===== src/rtl/systolic_skew_feeder_pkg.sv =====
// Shared types and helpers for the systolic skew feeder.
// Imported by the feeder top level.
package systolic_skew_feeder_pkg;

    typedef enum logic [1:0] {
        FEED_IDLE   = 2'd0,
        FEED_STREAM = 2'd1,
        FEED_DRAIN  = 2'd2,
        FEED_DONE   = 2'd3
    } feed_state_e;

    // The last wavefront reaches PE(ROWS-1,COLS-1) ROWS+COLS-1 cycles after it is accepted.
    // The drain counter therefore stops one short of that count.
    function automatic int unsigned drain_last(input int unsigned rows, input int unsigned cols);
        return rows + cols - 2;
    endfunction

endpackage


===== src/rtl/systolic_skew_feeder_skew_delay_line.sv =====
// Fixed-depth registered delay line used to skew one operand lane.
// The output is always the oldest stage, so latency equals DEPTH cycles.
module skew_delay_line #(
    parameter int unsigned DEPTH = 1,
    parameter int unsigned WIDTH = 16
) (
    input  logic             clk,
    input  logic             rst,
    input  logic [WIDTH-1:0] din,
    output logic [WIDTH-1:0] dout
);

    logic [WIDTH-1:0] stage [DEPTH];

    always_ff @(posedge clk or negedge rst) begin
        if (!rst) begin
            for (int unsigned i = 0; i < DEPTH; i++) begin
                stage[i] <= '0;
            end
        end else begin
            stage[0] <= din;
            for (int unsigned i = 1; i < DEPTH; i++) begin
                stage[i] <= stage[i-1];
            end
        end
    end

    assign dout = stage[DEPTH-1];

endmodule


===== src/rtl/systolic_skew_feeder.sv =====
// Operand feeder for an output-stationary systolic array: sequences a K-wavefront job
// and applies the triangular row/column skew onto the array edge buses.
module systolic_skew_feeder
    import systolic_skew_feeder_pkg::*;
#(
    parameter int ROWS      = 4,
    parameter int COLS      = 4,
    parameter int WORD_SIZE = 16,
    parameter int KW        = 8
) (
    input  logic                      clk,
    input  logic                      rst,
    input  logic                      start,
    input  logic [KW-1:0]             k_len,
    input  logic                      in_valid,
    output logic                      in_ready,
    input  logic [ROWS*WORD_SIZE-1:0] a_vec,
    input  logic [COLS*WORD_SIZE-1:0] b_vec,
    output logic [ROWS*WORD_SIZE-1:0] left_in_bus,
    output logic [COLS*WORD_SIZE-1:0] top_in_bus,
    output logic                      busy,
    output logic                      done
);

    localparam int unsigned   DW         = $clog2(ROWS + COLS);
    localparam logic [DW-1:0] DRAIN_LAST = DW'(drain_last(ROWS, COLS));
    localparam logic [KW-1:0] K_ONE      = KW'(1);

    feed_state_e   state, next_state;
    logic [KW-1:0] k_len_q;
    logic [KW-1:0] k_cnt;
    logic [DW-1:0] drain_cnt;
    logic          accept;
    logic          last_accept;

    logic [ROWS*WORD_SIZE-1:0] a_feed;
    logic [COLS*WORD_SIZE-1:0] b_feed;

    assign in_ready    = (state == FEED_STREAM);
    assign busy        = (state == FEED_STREAM) || (state == FEED_DRAIN);
    assign done        = (state == FEED_DONE);
    assign accept      = in_valid && in_ready;
    assign last_accept = accept && (k_cnt == k_len_q - K_ONE);

    always_ff @(posedge clk or negedge rst) begin
        if (!rst) begin
            state <= FEED_IDLE;
        end else begin
            state <= next_state;
        end
    end

    always_comb begin
        next_state = state;
        unique case (state)
            FEED_IDLE: begin
                if (start) begin
                    next_state = (k_len == '0) ? FEED_DONE : FEED_STREAM;
                end
            end
            FEED_STREAM: begin
                if (last_accept) begin
                    next_state = FEED_DRAIN;
                end
            end
            FEED_DRAIN: begin
                if (drain_cnt == DRAIN_LAST) begin
                    next_state = FEED_DONE;
                end
            end
            FEED_DONE: begin
                next_state = FEED_IDLE;
            end
            default: begin
                next_state = FEED_IDLE;
            end
        endcase
    end

    // Job length is captured only on an accepted start so later start pulses cannot disturb it.
    always_ff @(posedge clk or negedge rst) begin
        if (!rst) begin
            k_len_q <= '0;
            k_cnt   <= '0;
        end else if (state == FEED_IDLE && start) begin
            k_len_q <= k_len;
            k_cnt   <= '0;
        end else if (accept) begin
            k_cnt <= k_cnt + K_ONE;
        end
    end

    always_ff @(posedge clk or negedge rst) begin
        if (!rst) begin
            drain_cnt <= '0;
        end else if (state == FEED_STREAM) begin
            drain_cnt <= '0;
        end else if (state == FEED_DRAIN) begin
            drain_cnt <= drain_cnt + 1'b1;
        end
    end

    // Bubbles zero both operands together, so the MAC array simply accumulates 0.
    assign a_feed = accept ? a_vec : '0;
    assign b_feed = accept ? b_vec : '0;

    for (genvar r = 0; r < ROWS; r++) begin : g_row
        skew_delay_line #(
            .DEPTH(r + 1),
            .WIDTH(WORD_SIZE)
        ) u_line (
            .clk (clk),
            .rst (rst),
            .din (a_feed[(r+1)*WORD_SIZE-1 -: WORD_SIZE]),
            .dout(left_in_bus[(r+1)*WORD_SIZE-1 -: WORD_SIZE])
        );
    end

    for (genvar c = 0; c < COLS; c++) begin : g_col
        skew_delay_line #(
            .DEPTH(c + 1),
            .WIDTH(WORD_SIZE)
        ) u_line (
            .clk (clk),
            .rst (rst),
            .din (b_feed[(c+1)*WORD_SIZE-1 -: WORD_SIZE]),
            .dout(top_in_bus[(c+1)*WORD_SIZE-1 -: WORD_SIZE])
        );
    end

endmodule


===== config.mk =====
export PLATFORM = sky130hd
export DESIGN_NAME = systolic_skew_feeder
export DESIGN_NICKNAME = d
export VERILOG_FILES = /design/src/rtl/systolic_skew_feeder_pkg.sv /design/src/rtl/systolic_skew_feeder_skew_delay_line.sv /design/src/rtl/systolic_skew_feeder.sv
export SDC_FILE = /design/constraint.sdc
export NUM_CORES = 1
export LEC_CHECK = 0
export BUFFER_PORTS_ARGS = -buffer_cell sky130_fd_sc_hd__buf_2
export CORE_AREA = 4 4 142 178
export CTS_CLUSTER_SIZE = 8
export DETAILED_ROUTE_END_ITERATION = 10
export DIE_AREA = 0 0 146 182
export GPL_TIMING_DRIVEN = 1
export PLACE_DENSITY = 0.74
export SLEW_MARGIN = 20
export SYNTH_ARGS = -nofsm -noshare
export SYNTH_HDL_FRONTEND = slang
export SYNTH_SLANG_ARGS = --single-unit

===== constraint.sdc =====
create_clock -name clk -period 2.4 [get_ports clk]
set_clock_uncertainty 0.1 [all_clocks]
set_input_delay 0.12 -clock clk [delete_from_list [all_inputs] [get_ports clk]]
set_output_delay 0.12 -clock clk [all_outputs]
set_load 0.01 [all_outputs]

==> impl_metrics.csv <==
group,metric,value,unit
power,worst_ir_drop_vdd,0.00110,V
synthesis,synth-main-ff-cell,"dfrtp_1",
global_route,antenna_found_initial,13,
worst_setup_path,cp-startpoint,"k_len_q[1]$_DFFE_PN0P_",
timing,final.period_utilization,95.0,%
synthesis,synth.cell_area,11000,um2
power,p_sw,4020,uW
worst_setup_path,timing.critical_path.to,"state[1]$_DFFE_PN0P_",
clock_tree,clock-root-buffer,"clkbuf_16",
clock_tree,clock-sinks,341,
synthesis,gate_count_after_technology_mapping,702,
worst_setup_path,worstPathRequired,2.71,ns
clock_tree,tritoncts,"built",
finish,finalCoreUtilization,62.7,%
timing,layout_min_cycle_time,2.28,ns
synthesis,async_reset_ff_share,100,%
detailed_routing,detail-route-antenna-nets,0,
worst_setup_path,ff2ff_setup_slack,0.12,ns
power,p_sw_share,25.9,%
hold_path,hold_path.class,"in -> async",
place,hpwlAfterDp,13900,um
global_route,maximum_number_of_pins_on_one_net_before_global_route_repair,134,
timing,maxSlewViolCount,0,
synthesis,synth_seq_cells,341,
worst_setup_path,setup.worst_path.end_class,"flop",
floorplanning,io_pins,271,
worst_setup_path,timing.critical_path.fanout_max,4,
timing,tightestPinTransition,0.705,ns
floorplanning,die_area,26600,um2
power,cell_internal_pwr,11500,uW
finish,drive_above_1_share,33.9,%
floorplanning,std_cell_rows,63,
worst_setup_path,worstPathArrival,2.59,ns
detailed_routing,dr.first_iter.drc_count,254,
power,combPwrFrac,16.6,%
finish,layout.filler_cells,1626,
place,routability_cong,0.802,
worst_setup_path,critPathKind,"reg -> reg",
power,power.leakage,0.00825,uW
power,clk_network_pwr_share,37.5,%
finish,layout.cells.most_common,"dfrtp_1",
floorplanning,die_height,182,um
timing,hold_violations,0,
clock_tree,htree_num_levels,2,
timing,max_freq,439,MHz
outcome,run_status,"finished clean",
synthesis,yosys.cell_types.count,40,
run,max_cap_violations,0,
clock_tree,clock_tree.buffer_depth,3,
global_route,first_global_vias,7118,
synthesis,synth_nets,851,
detailed_routing,avgViaCountPerCell,4.70,
floorplanning,fp.coreArea,23600,um2
clock_tree,worst_setup_hold_path_clk_slew,0.05,ns
place,placed_cells_incl_taps,1153,
clock_tree,cts_buffers,48,
power,power.density_cell_area,1050,nW/um2
power,design_power_total,15500,uW
place,pre_cts_ws,0.0380,ns
clock_tree,clock_latency,0.53,ns
finish,mostFrequentLayoutCells,"dfrtp_1, buf_2, dlygate4sd3_1",
detailed_routing,drt_first_pass_iters,4,
detailed_routing,vias,6374,
global_route,overflow,0,
global_route,global_route.usage.total,18.6,%
detailed_routing,post-route-drc-count,0,
finish,area_growth,34.8,%
power,seqPwrFrac,45.9,%
detailed_routing,drt-wirelength-per-cell,18.1,um
synthesis,ys.warnings.count,0,
synthesis,syn_avg_cell_area,15.6,um2
floorplanning,die_w,146,um
synthesis,synth_sequential_area_ratio,77.9,%
timing,timing.final.setup_violations,0,
worst_setup_path,timing.rr.start,"k_len_q[1]$_DFFE_PN0P_",
global_route,grt_first_pass_wirelength,38800,um
timing,unrepaired_setup_endpoints_after_global_routing,"no",
timing,finalSetupTns,0,ns
floorplanning,starting_utilization_of_the_core_area,46.5,%
place,buffer_ports.inserted,270,
detailed_routing,postRouteWirelength,24500,um
worst_setup_path,reg2reg_depth,5,
timing,maxSlewHeadroom,53.0,%
finish,layout.nets,1200,
finish,final_cells,1356,
worst_setup_path,worstReg2RegEnd,"state[1]$_DFFE_PN0P_",
synthesis,number_of_enable_type_register_cells_in_the_synthesized_netlist,0,
timing,fin_ws,0.120,ns
worst_setup_path,cp-start-kind,"flop",
==> registers in the layout (all words and copies together) (netlist names) <==
name	count
g_row.u_line.dout	64
state	2
g_row.u_line.stage	96
k_cnt	8
k_len_q	8
g_col.u_line.stage	96
drain_cnt	3
g_col.u_line.dout	64
==> power by group through the flow <==
stage / Sequential, uW / Clock, uW / Combinational, uW
2_1_floorplan: 7140 / 0 / 1660
3_3_place_gp: 7130 / 0 / 2270
3_5_place_dp: 7190 / 0 / 2350
4_1_cts: 7110 / 5950 / 2550
5_1_grt: 7230 / 6250 / 2820
6_report: 7130 / 5820 / 2570
==> area by class of cell <==
cell class	instances	area [um2]	area share (%)
diodes	10	25.0	0.169
clock buffers	51	1240	8.42
clock inverters	2	40.0	0.271
inverters	7	26.3	0.178
multi-input cells	226	1580	10.7
flip-flops and latches	341	8530	57.8
well taps	292	365	2.47
repair buffers	427	2960	20.1
==> cell usage after synthesis, types with 3 or more instances <==
master	number	area share [%]
nand2b_1	4	0.23
clkbuf_1	32	1.1
nand4_1	3	0.17
ha_1	9	1.0
buf_4	96	6.6
o21ai_0	4	0.18
xor2_1	6	0.48
xnor2_1	8	0.64
nand2_1	12	0.41
mux2_2	7	0.72
and3_1	129	7.4
nor3_1	4	0.18
nor2_1	12	0.41
inv_1	7	0.24
dfrtp_1	341	78
==> worst max-delay path, cell delays in order (launching register included) <==
cell and delay, ns:
dfrtp_1 0.41, or4_4 0.56, a2111oi_4 0.30, nor3_2 0.09, o41ai_4 0.38, mux2_4 0.33
==> through the flow <==
step | cell area, um2 | hold slack [ns]
3_5_place_dp | 12000 | 0.0815
6_report | 14800 | 0.103
5_1_grt | 14800 | 0.117
3_3_place_gp | 12000 | 0.0926
4_1_cts | 14700 | 0.0653
2_1_floorplan | 11000 | -0.276
==> worst min path at each step <==
stage	slack, ns	start	to	cells after the start
after floorplan	-0.28	rst	drain_cnt[0]$_DFFE_PN0P_	0
after global placement	0.09	rst	g_col[0].u_line.dout[7]$_DFF_PN0_	1
after detailed placement	0.08	rst	g_col[0].u_line.dout[7]$_DFF_PN0_	1
after CTS	0.07	start	state[0]$_DFFE_PN0P_	6
after global routing	0.12	start	k_cnt[2]$_DFFE_PN0P_	3
final	0.10	rst	g_col[0].u_line.dout[7]$_DFF_PN0_	2
==> logic make-up after synthesis <==
| group | count (synthesis) | share of synthesized area, % |
|---|---|---|
| simple gates | 179 | 9.75 |
| buf+inv | 135 | 7.91 |
| mux | 9 | 0.948 |
| compound gates | 14 | 1.22 |
| fa+ha+maj | 9 | 1.03 |
| xor+xnor | 15 | 1.27 |
| flops | 341 | 77.9 |
==> layer usage <==
metal	wire [um]	global-route usage (%)	share of wire [%]
met1	9090	21.6	37
met2	13100	32.7	54
met3	1340	4.79	5.4
met4	945	8.28	3.9
met5	22	0	0.090
==> timing repair <==
item / CTS / global route
setup endpoints to repair: 0 / 1
gates resized for setup: 0 / 1
hold buffers: 138 / 0
setup buffers: 0 / 1
hold endpoints to repair: 228 / 0
No activity file was read; power rests on OpenSTA's default activity.
